$ cat config.mk
export PLATFORM = sky130hd
export DESIGN_NAME = storage_sequencer
export DESIGN_NICKNAME = d
export VERILOG_FILES = /design/src/rtl/storage_sequencer_pkg.sv /design/src/rtl/storage_sequencer_measure_timebase.sv /design/src/rtl/storage_sequencer.sv
export SDC_FILE = /design/constraint.sdc
export NUM_CORES = 1
export LEC_CHECK = 0
export ABC_AREA = 1
export CAP_MARGIN = 20
export CORE_AREA = 3 3 490 492
export CTS_CLUSTER_DIAMETER = 60
export DETAILED_ROUTE_END_ITERATION = 8
export DIE_AREA = 0 0 493 495
export PLACE_DENSITY = 0.33
export SLEW_MARGIN = 5
export SYNTH_ARGS = -nofsm -noshare
export SYNTH_HDL_FRONTEND = slang
export SYNTH_SLANG_ARGS = --single-unit
$ cat constraint.sdc
create_clock -name clk -period 7.6 [get_ports clk]
set_input_delay 2.28 -clock clk [delete_from_list [all_inputs] [get_ports clk]]
set_output_delay 2.28 -clock clk [all_outputs]
set_load 0.005 [all_outputs]
$ cat src/rtl/storage_sequencer_pkg.sv
// storage_sequencer_pkg: shared widths, capture offset, default depth and FSM states
package storage_sequencer_pkg;
  localparam int WORD_W = 12;
  localparam int CAP_OFFSET = 10;
  localparam int SEQ_DEPTH = 10;
  typedef enum logic [1:0] {IDLE, ACQ, PREP, READ} state_t;
endpackage

$ cat src/rtl/storage_sequencer_measure_timebase.sv
// measure_timebase: cnt_point/cnt_measure generation and the per-period capture strobe
module measure_timebase
  import storage_sequencer_pkg::*;
#(
  parameter int POINTS    = 10,
  parameter int MEASURES  = 100,
  parameter int POINT_DIV = 4
) (
  input  logic        clk,
  input  logic        rst,
  input  logic        i_run,
  input  logic        i_freeze,
  output logic [10:0] o_cnt_point,
  output logic [16:0] o_cnt_measure,
  output logic        o_capture
);
  localparam logic [16:0] CAP_AT  = 17'(2 * POINTS + CAP_OFFSET);
  localparam logic [10:0] PT_LAST = 11'(POINT_DIV - 1);
  localparam logic [16:0] M_LAST  = 17'(MEASURES - 1);
  logic [10:0] r_cnt_point;
  logic [16:0] r_cnt_measure;
  logic        w_wrap;
  assign w_wrap = r_cnt_point == PT_LAST;
  always_ff @(posedge clk) begin
    if (rst || !i_run) begin
      r_cnt_point   <= '0;
      r_cnt_measure <= '0;
    end else begin
      r_cnt_point <= w_wrap ? '0 : r_cnt_point + 11'd1;
      if (w_wrap) r_cnt_measure <= (r_cnt_measure == M_LAST) ? '0 : r_cnt_measure + 17'd1;
    end
  end
  // counters sit at zero while idle, so the strobe cannot fire there
  assign o_capture     = !i_freeze && r_cnt_measure == CAP_AT && r_cnt_point == '0;
  assign o_cnt_point   = r_cnt_point;
  assign o_cnt_measure = r_cnt_measure;
endmodule

$ cat src/rtl/storage_sequencer.sv
// storage_sequencer: acquisition/readout FSM with frame-history readout mux
module storage_sequencer
  import storage_sequencer_pkg::*;
#(
  parameter int POINTS    = 10,
  parameter int MEASURES  = 100,
  parameter int POINT_DIV = 4,
  parameter int DEPTH     = SEQ_DEPTH
) (
  input  logic                             clk,
  input  logic                             rst,
  input  logic                             start,
  input  logic                             stop,
  input  logic                             rd_req,
  input  logic [WORD_W*POINTS*DEPTH-1:0]   storage,
  output logic [16:0]                      cnt_measure,
  output logic [10:0]                      cnt_point,
  output logic [3:0]                       cnt_save,
  output logic                             switch,
  output logic [WORD_W-1:0]                rd_data,
  output logic                             rd_valid,
  input  logic                             rd_ready,
  output logic                             rd_last,
  output logic                             busy
);
  localparam int IDX_W = $clog2(POINTS * DEPTH + 1);
  state_t             r_state;
  logic               r_stop_pend;
  logic [IDX_W-1:0]   r_idx;
  logic [IDX_W-1:0]   r_words;
  logic [3:0]         r_cnt_save;
  logic               r_switch;
  logic               r_rd_valid;
  logic               r_rd_last;
  logic [WORD_W-1:0]  r_rd_data;
  logic               w_capture;
  logic               w_hs;
  logic               w_done;
  logic               w_run;
  logic [3:0]         w_save_nxt;
  logic [IDX_W-1:0]   w_idx_nxt;
  logic [IDX_W-1:0]   w_sel;
  logic [WORD_W-1:0]  w_word;
  assign w_hs       = r_rd_valid && rd_ready;
  assign w_done     = r_state == READ && w_hs && r_rd_last;
  assign w_run      = (r_state == ACQ && !stop) || r_state == PREP ||
                      (r_state == READ && !(w_done && (r_stop_pend || stop)));
  assign w_save_nxt = (w_capture && r_cnt_save != 4'(DEPTH)) ? r_cnt_save + 4'd1 : r_cnt_save;
  assign w_idx_nxt  = r_idx + IDX_W'(1);
  // word index maps straight onto the flat history: frame-major, point-minor
  assign w_sel      = (r_state == PREP) ? '0 : w_idx_nxt;
  assign w_word     = storage[WORD_W * int'(w_sel) +: WORD_W];
  measure_timebase #(
    .POINTS   (POINTS),
    .MEASURES (MEASURES),
    .POINT_DIV(POINT_DIV)
  ) u_timebase (
    .clk          (clk),
    .rst          (rst),
    .i_run        (w_run),
    .i_freeze     (r_switch),
    .o_cnt_point  (cnt_point),
    .o_cnt_measure(cnt_measure),
    .o_capture    (w_capture)
  );
  always_ff @(posedge clk) begin
    if (rst) begin
      r_state     <= IDLE;
      r_stop_pend <= 1'b0;
      r_idx       <= '0;
      r_words     <= '0;
      r_cnt_save  <= '0;
      r_switch    <= 1'b0;
      r_rd_valid  <= 1'b0;
      r_rd_last   <= 1'b0;
      r_rd_data   <= '0;
    end else begin
      case (r_state)
        IDLE: if (start && !stop) begin
          r_state     <= ACQ;
          r_cnt_save  <= '0;
          r_stop_pend <= 1'b0;
        end
        ACQ: if (stop) begin
          r_state    <= IDLE;
          r_cnt_save <= '0;
        end else begin
          r_cnt_save <= w_save_nxt;
          if (rd_req && r_cnt_save != '0) begin
            r_state  <= PREP;
            r_switch <= 1'b1;
            r_idx    <= '0;
            r_words  <= IDX_W'(int'(w_save_nxt) * POINTS);
          end
        end
        PREP: begin
          r_stop_pend <= r_stop_pend | stop;
          r_state     <= READ;
          r_rd_valid  <= 1'b1;
          r_rd_data   <= w_word;
          r_rd_last   <= r_words == IDX_W'(1);
        end
        READ: begin
          r_stop_pend <= r_stop_pend | stop;
          if (w_done) begin
            r_state     <= (r_stop_pend || stop) ? IDLE : ACQ;
            r_cnt_save  <= (r_stop_pend || stop) ? '0 : r_cnt_save;
            r_stop_pend <= 1'b0;
            r_switch    <= 1'b0;
            r_rd_valid  <= 1'b0;
            r_rd_last   <= 1'b0;
            r_rd_data   <= '0;
            r_idx       <= '0;
          end else if (w_hs) begin
            r_idx     <= w_idx_nxt;
            r_rd_data <= w_word;
            r_rd_last <= (r_idx + IDX_W'(2)) == r_words;
          end
        end
        default: r_state <= IDLE;
      endcase
    end
  end
  assign cnt_save = r_cnt_save;
  assign switch   = r_switch;
  assign rd_data  = r_rd_data;
  assign rd_valid = r_rd_valid;
  assign rd_last  = r_rd_last;
  assign busy     = r_state != IDLE;
endmodule

**Word level (Yosys, flattened, before mapping)**

Cells that the tools add are included.

- Bits in latches: 0
- Memory bits (writable): 0
- ROM bits: 0
- Register bits after elaboration: 63
- Output and inout port bits: 48
- Memories: 0

- Bitwise logic cells: 2
- Multipliers: 2
- Add/sub/neg operators: 5
- Order comparisons: 0
- Muxes and demuxes: 33
- Reductions and logical operators: 36
- Equal/unequal tests: 15
- Divide/modulo/power cells: 0
- Shifts and indexed selects: 1

Operators with widths:

| cell | number |
|---|---|
| $shiftx 1200x12->12 | 1 |
| $mux 7 | 5 |
| $mux 12 | 2 |
| $pmux 12 s2 | 1 |
| $mux 4 | 5 |
| $add 17x1->17 const B | 1 |
| $eq 17x5->1 const B | 1 |
| $eq 17x7->1 const B | 1 |
| $mux 17 | 1 |
| $pmux 7 s2 | 1 |
| $pmux 4 s3 | 1 |
| $reduce_and 4->1 | 3 |
| $add 11x1->11 const B | 1 |
| $eq 11x2->1 const B | 1 |
| $logic_and 1x1->1 | 11 |
| $logic_not 11->1 | 1 |
| $mul 2x7->9 const A | 1 |
| $mux 1 | 8 |
| $mux 2 | 4 |
| $pmux 2 s4 | 1 |
| $add 7x1->7 const B | 1 |
| $add 7x2->7 const B | 1 |
| $eq 7x7->1 | 1 |
| $mul 4x3->6 const B | 1 |
| other kinds (21) | 39 |

**Logic depth before layout (Yosys ltp)**

Gate-level depths: netlist of the first run.

- Depth in word-level cells: 10
- Gate-level depth with buffers: 18
- Depth with buffers taken out: 18

**Hierarchy**

A second synthesis of the first run with hierarchy kept.

- Cell total of the unflattened synthesis: 3298
- Area total of the unflattened synthesis: 15875.2 um^2

Modules (own cells, without submodules):

| module | area each (um^2) | times used | cells each |
|---|---|---|---|
| storage_sequencer | 14258.7 | 1 | 3042 |
| measure_timebase | 1616.6 | 1 | 256 |

**Worst setup path after synthesis of the first run**

Ideal clock, no wire load.

- Path type: input-to-reg
- Start: input rd_ready
- End: register u_timebase.r_cnt_point[4] (netlist: u_timebase.o_cnt_point[4])
- Slack: 3.999 ns
- Data arrival time: 3.521 ns
- Buffers on the path: 0
- Cell stages on the path: 9
- Path through: nand3_1 > inv_2 > nand2_1 > nand2_1 > a31oi_1 > inv_1 > nor2_1 > inv_1 > nor3b_1

- Longest elaborated chain between the ends: 10

Ends and longest elaborated chain:

| what | RTL line | RTL |
|---|---|---|
| start: declaration | storage_sequencer.sv:22 | `input logic rd_ready,` |
| $logic_and 1x1->1 | storage_sequencer.sv:44 | `assign w_hs = r_rd_valid && rd_ready;` |
| $logic_and 1x1->1 (2 in a row) | storage_sequencer.sv:45 | `assign w_done = r_state == READ && w_hs && r_rd_last;` |
| $logic_and 1x1->1 | storage_sequencer.sv:47 | `(r_state == READ && !(w_done && (r_stop_pend \|\| stop)));` |
| $logic_not 1->1 | storage_sequencer.sv:47 |  |
| $logic_and 1x1->1 | storage_sequencer.sv:47 |  |
| $logic_or 1x1->1 | storage_sequencer.sv:46 | `assign w_run = (r_state == ACQ && !stop) \|\| r_state == PREP \|\|` |
| $logic_not 1->1 | storage_sequencer_measure_timebase.sv:25 | `if (rst \|\| !i_run) begin` |
| $logic_or 1x1->1 | storage_sequencer_measure_timebase.sv:25 |  |
| $reduce_or 2->1 (no line) | - |  |
| end signal: assignment | storage_sequencer_measure_timebase.sv:29 | `r_cnt_point <= w_wrap ? '0 : r_cnt_point + 11'd1;` |
| end: declaration | storage_sequencer_measure_timebase.sv:20 | `logic [10:0] r_cnt_point;` |

Every way passes these cells.
A chain may end at the register's enable or synchronous reset.

**Final worst setup path of the first run**

- Start: register r_state[0]
- End: register r_rd_data[8] (netlist: rd_data[8])

- Longest elaborated chain between the ends: 7
- Elaborated cells on any way between the ends: 13
- Those cells by class: 1 x mul; 3 x eq/ne; 1 x shift; 4 x mux; 4 x reduce/logical

Ends and longest elaborated chain:

| what | RTL line | RTL |
|---|---|---|
| start: declaration | storage_sequencer.sv:27 | `state_t r_state;` |
| start signal: assignment | storage_sequencer.sv:106 | `r_state <= (r_stop_pend \|\| stop) ? IDLE : ACQ;` |
| $eq 2x2->1 | storage_sequencer.sv:51, storage_sequencer.sv:78 |  |
| $mux 7 | storage_sequencer.sv:51 | `assign w_sel = (r_state == PREP) ? '0 : w_idx_nxt;` |
| $mul 2x7->9 | storage_sequencer.sv:52 | `assign w_word = storage[WORD_W * int'(w_sel) +: WORD_W];` |
| $shiftx 1200x12->12 | storage_sequencer.sv:52 |  |
| $mux 12 | storage_sequencer.sv:114 | `end else if (w_hs) begin` |
| $mux 12 | storage_sequencer.sv:105 | `if (w_done) begin` |
| $pmux 12 s2 | storage_sequencer.sv:78 | `case (r_state)` |
| end signal: assignment | storage_sequencer.sv:100 | `r_rd_data <= w_word;` |
| end signal: assignment | storage_sequencer.sv:116 | `r_rd_data <= w_word;` |
| end: declaration | storage_sequencer.sv:35 | `logic [WORD_W-1:0] r_rd_data;` |

Several ways; a longest one is shown, not always the timed one. The select of a mux whose other input is x is not followed.

==> flow_metrics.py, run 1 <==
metrics = {
    "sta": {
        "worst_slack_ns": 2.81,
        "min_period_ns": 4.79,
        "hold_viol_final": 0,
        "setup_tns_ns": 0,
        "relSlewSlack_pct": 32.8,
        "worstMarginPinSlew_ns": 1.01,
        "fin_crit_sh_pct": 63.0,
        "report.final.setup_viol": 0,
        "skew_ns": 0.0129,
        "max_freq_mhz": 209,
        "rsz0062_at_grt": "no",
        "hold-worst-slack_ns": 0.467,
        "drv_slew": 0,
    },
    "yosys": {
        "synth.area.top_cells": "nand2_1 (24%), nand3_1 (23%), inv_1 (9.6%)",
        "synth-simple-area-share_pct": 65.0,
        "syn_area_mm2": 0.0175,
        "synth.top_cell.area_share_pct": 24.1,
        "synth_top_cell_by_area": "nand2_1",
        "synth_top_family_by_area": "simple AND/OR/NAND/NOR gates",
        "syn_nets": 4858,
        "avgSynthCellArea_um2": 4.82,
        "syn_inst": 3639,
        "seq_area_frac_synth_pct": 7.19,
        "async_flop_share_pct": 0,
        "ys_types": 37,
        "yosys_warnings": 0,
        "synthAdderAreaFrac_pct": 0.970,
        "synth-compound-area-share_pct": 9.62,
        "synth_edf_count": 0,
        "yosys.area_share.xor_xnor_pct": 0.749,
        "ys.flop_type": "dfxtp_1",
        "synth_seq_cells": 63,
        "synth.mux.area_fraction_pct": 0,
    },
    "final_layout": {
        "nets": 5900,
        "final_common_cell": "clkdlybuf4s50_1",
        "drive_above_1_share_pct": 2.84,
        "final_cell_mix": "clkdlybuf4s50_1 (1253), nand2_1 (1126), nand3_1 (806), inv_1 (448), nor2_1 (284)",
        "n_fill_cell": 28000,
        "final_core_util_pct": 14.4,
        "fin_area_mm2": 0.0339,
        "area_growth_pct": 92.9,
    },
    "place": {
        "finalWeightedCongestion": 0.925,
        "place_area_mm2": 0.0335,
        "dpl.hpwl_um": 164000,
        "place_ws_ns": 2.52,
        "port_buffers": 1253,
    },
    "floorplan": {
        "num_rows": 178,
        "start_util_pct": 7.45,
        "fp.dieArea_mm2": 0.244,
        "die_y_um": 495,
        "core_area_mm2": 0.236,
        "fp.dieW_um": 493,
        "ios": 1254,
    },
    "global_route": {
        "grt_pass1_wl_um": 259000,
        "grt_pass1_vias": 29200,
        "track_usage_pct": 15.4,
        "antenna_found_initial": 59,
        "grt_max_degree": 147,
        "gr-total-overflow": 0,
    },
    "worst_setup_path": {
        "crit_path_start_kind": "flop",
        "slowest_delay_ns": 0.62,
        "r2r_setup_slack_ns": 2.81,
        "cp.arrival_ns": 5.07,
        "crit_buf_inv": 3,
        "crit_chain": "inv_2 -> nand2_8 -> nand2_8 -> inv_8 -> buf_4 -> nand2_1 -> nand2_1 -> nand2_1 -> nand3_1 -> nand3_1 -> nand3_1 -> nand3_1 -> nand3_1 -> nand2_1 -> a21oi_1",
        "required_ns": 7.88,
        "worstSetupPathType": "reg -> reg",
        "slowest_stage": "buf_4",
        "crit_top_cell": "nand3_1",
        "cp_max_fo": 62,
        "end_kind": "flop",
        "path_delay_family": "simple AND/OR/NAND/NOR gates",
    },
    "clock_network": {
        "post_cts_resized": 0,
        "path_clk_slew_ns": 0.06,
        "cts_max_path_buffers": 2,
        "numCtsBuffers": 9,
        "hold_buffers": 0,
        "clock_latency_ns": 0.36,
        "cts_tree": "built",
        "clock-sinks": 63,
        "post_cts_buffers": 0,
        "root_buffer": "clkbuf_16",
        "htree_levels": 3,
    },
    "detailed_routing": {
        "vias": 28300,
        "wire_per_inst_um": 25.2,
        "drc": 0,
        "ant_nets": 0,
        "first_pass_iters": 5,
        "routed_wirelength_um": 198000,
        "vias_per_cell": 3.60,
        "drt_iter0_drc": 1822,
    },
    "run_status": {
        "status": "complete, no violations",
    },
    "power_and_ir_drop": {
        "powerDensity_mw_per_mm2": 53.3,
        "p_leak_uw": 0.0142,
        "ir_drop_mv": 0.105,
    },
    "job": {
        "maxCapViolations": 0,
    },
    "min_path": {
        "hp-class": "reg -> reg",
    },
}
## cells in the mapped netlist (3+ instances only)
library cell	number
buf_2	85
xor2_1	10
clkbuf_1	162
o21ai_1	30
nor2_1	286
or2_2	33
buf_1	28
nand2_1	1128
a21oi_1	101
buf_4	4
nor3b_1	3
xnor2_1	5
o21a_1	7
o21ai_0	96
inv_2	10
inv_1	449
nor3_1	15
ha_1	12
nor4_1	13
nand3_1	808
dfxtp_1	63
nand4_1	6
nor2_2	4
nand3b_1	205
nand2_2	5
o211ai_1	54
## metrics by stage
step	cells	power (uW)
2_1_floorplan	3639	589
3_3_place_gp	7817	1390
3_5_place_dp	7820	1390
4_1_cts	7836	1850
5_1_grt	7839	1910
6_report	7853	1800
## report_power, final
group          internal [uW]  switching [uW]
Clock                    262             173
Sequential               332            2.00
Combinational            669             365
Total                   1260             540
## metal layers
layer | routed length [um] | global-route usage (%)
met1 | 77000 | 17.1
met2 | 104000 | 29.7
met4 | 4860 | 3.26
met5 | 156 | 0
met3 | 12300 | 3.35
## sequential cells by signal, indices dropped and copies added, names as in the netlist, named ones only
name,count
cnt_save,4
r_words,6
r_idx,7
u_timebase.o_cnt_point,11
rd_data,12
switch,1
r_state,1
u_timebase.o_cnt_measure,17
rd_valid,1
r_stop_pend,1
rd_last,1
## logic make-up (layout without fill, tap and decap cells)
group | Yosys count | in the layout
buffers and inverters | 738 | 1785
xor gates and xnor gates | 15 | 15
DFF | 63 | 63
and+or+nand+nor | 2510 | 2510
AOI/OAI and AO/OA | 300 | 300
adders and majority gates | 13 | 13
other | 0 | 17
## area by class of cell
type	count	area (um^2)	share of cell area [%]
tap	3150	3940	11.6
inverter	459	1740	5.14
clock buffer	11	243	0.717
sequential	63	1260	3.73
timing repair buffer	1310	13100	38.6
clock inverter	5	57.6	0.170
antenna	17	42.5	0.126
multi-input combinational	2838	13500	39.8
## worst register-to-register path, delay by kind of cell (launching register included)
family	cells	cell delay (ns)
buf+inv	3	1.56
flops	1	0.44
compound gates	1	0.12
simple gates	11	2.59
## final timing paths
check,endpoint,depth (start not counted),from
worst max-delay path,rd_data[8],15,r_state[0]
worst min-delay path,rd_data[3],2,rd_data[3]
worst max register to register,rd_data[8],15,r_state[0]
worst min register to register,rd_data[3],2,rd_data[3]
Note: power is estimated with default switching activity, not from simulation.
==> run 2, diff against run 1 <==
Settings changed: CORE_AREA 3 3 490 492 to 3 3 488 490, DIE_AREA 0 0 493 495 to 0 0 491 493.
Clock period 7.6 ns to 4.9 ns, I/O delays scaled along.
==> run 2 against run 1 <==
Largest cell class unchanged. Clock power rose by 59%. Die area fell by 0.81%. Via count rose by 1.5%. Utilization rose by 0.23 points. Global-route usage rose by 0.29 points. Clock skew fell by 0.0022 ns. Wire length rose by 1.1%. Critical endpoint is now rd_data[9].
==> flow_metrics.py, run 2 (synthesis gave the netlist of run 1 again) <==
metrics = {
    "clock_network": {
        "clock-sinks": 63,
        "cts_max_path_buffers": 2,
        "post_cts_resized": 0,
        "clock_latency_ns": 0.36,
        "hold_buffers": 0,
        "htree_levels": 3,
        "numCtsBuffers": 9,
        "path_clk_slew_ns": 0.06,
        "root_buffer": "clkbuf_16",
        "post_cts_buffers": 0,
        "cts_tree": "built",
    },
    "global_route": {
        "grt_max_degree": 141,
        "antenna_found_initial": 77,
        "grt_pass1_wl_um": 263000,
        "track_usage_pct": 15.7,
        "gr-total-overflow": 0,
        "grt_pass1_vias": 29400,
    },
    "power_and_ir_drop": {
        "pwr-share-clk_pct": 24.5,
        "powerDensity_mw_per_mm2": 82.6,
        "p_leak_uw": 0.0144,
        "switchingPower_uw": 880,
        "swShare_pct": 31.1,
        "internal-power_uw": 1950,
        "p_seq_share_pct": 18.3,
        "ir_drop_mv": 0.140,
        "pwr-share-comb_pct": 57.2,
    },
    "detailed_routing": {
        "vias": 28700,
        "first_pass_iters": 5,
        "wire_per_inst_um": 25.4,
        "routed_wirelength_um": 200000,
        "ant_nets": 0,
        "drc": 0,
        "vias_per_cell": 3.64,
        "drt_iter0_drc": 1811,
    },
    "sta": {
        "fin_crit_sh_pct": 81.2,
        "min_period_ns": 3.98,
        "report.final.setup_viol": 0,
        "hold_viol_final": 0,
        "max_freq_mhz": 251,
        "skew_ns": 0.0107,
        "drv_slew": 0,
        "relSlewSlack_pct": 33.6,
        "rsz0062_at_grt": "no",
        "worstMarginPinSlew_ns": 0.995,
        "worst_slack_ns": 0.923,
        "setup_tns_ns": 0,
        "hold-worst-slack_ns": 0.468,
    },
    "job": {
        "maxCapViolations": 0,
    },
    "min_path": {
        "hp-class": "reg -> reg",
    },
    "floorplan": {
        "ios": 1254,
        "num_rows": 178,
        "fp.dieW_um": 491,
        "die_y_um": 493,
        "fp.dieArea_mm2": 0.242,
        "core_area_mm2": 0.235,
        "start_util_pct": 7.48,
    },
    "place": {
        "place_area_mm2": 0.0339,
        "finalWeightedCongestion": 0.932,
        "port_buffers": 1253,
        "place_ws_ns": 0.568,
        "dpl.hpwl_um": 167000,
    },
    "worst_setup_path": {
        "cp.arrival_ns": 4.20,
        "cp_max_fo": 12,
        "end_kind": "flop",
        "crit_path_start_kind": "flop",
        "worstSetupPathType": "reg -> reg",
        "required_ns": 5.12,
    },
    "final_layout": {
        "drive_above_1_share_pct": 3.42,
        "n_fill_cell": 27700,
        "final_common_cell": "clkdlybuf4s50_1",
        "final_cell_mix": "clkdlybuf4s50_1 (1253), nand2_1 (1126), nand3_1 (806), inv_1 (449), nor2_1 (284)",
        "largest_reg_flops": 17,
        "nets": 5927,
        "fin_area_mm2": 0.0342,
        "area_growth_pct": 95.1,
    },
    "run_status": {
        "status": "complete, no violations",
    },
}
==> run 2: metrics by stage <==
stage	cells	total power, uW	utilization [%]
after floorplan	3639	914	-
after global placement	7847	2180	14.4
after detailed placement	7847	2170	14.4
after CTS	7863	2890	14.6
after global routing	7872	3000	14.6
final	7886	2830	14.6
==> run 2: path summary, 6_finish.rpt <==
| path | start | end | slack [ns] | cells after the start |
|---|---|---|---|---|
| max | r_idx[0] | rd_data[9] | 0.92 | 15 |
| min | rd_data[6] | rd_data[6] | 0.47 | 2 |
| max reg2reg | r_idx[0] | rd_data[9] | 0.92 | 15 |
| min reg2reg | rd_data[6] | rd_data[6] | 0.47 | 2 |
==> run 2: final cells by class <==
cell class | instances | area (um^2) | area share, %
clock inverter | 7 | 72.6 | 0.212
antenna | 23 | 57.6 | 0.168
clock buffer | 9 | 225 | 0.658
inverter | 459 | 1740 | 5.09
sequential | 63 | 1260 | 3.68
timing repair buffer | 1337 | 13400 | 39.3
tap | 3150 | 3940 | 11.5
multi-input combinational | 2838 | 13500 | 39.4
==> run 2: worst max-delay path, stage by stage (launching register included) <==
cell and delay, ns:
dfxtp_1 0.53, ha_1 0.27, nand3_1 0.12, nand2_1 0.10
nand2_2 0.26, nand2_2 0.17, clkinv_2 0.36, nor2_2 0.72
buf_4 0.28, nand3_1 0.09, nand2_1 0.07, nor2_1 0.18
nand2_1 0.11, nand3_1 0.27, nand3_1 0.18, a21oi_1 0.07
==> run 2: power groups by stage <==
| stage | Combinational [uW] | Sequential, uW | Clock, uW |
|---|---|---|---|
| floorplan | 387 | 528 | 0 |
| global placement | 1650 | 529 | 0 |
| detailed placement | 1640 | 529 | 0 |
| CTS | 1660 | 517 | 718 |
| global route | 1750 | 517 | 734 |
| finish | 1620 | 517 | 693 |
==> run 2: routing by layer <==
layer,up-vias,global-route usage [%],wire length [um]
li1,13800,-,-
met1,13500,17.7,78400
met2,1208,29.7,104000
met3,168,3.58,13300
met4,32,3.44,4710
met5,-,0,218
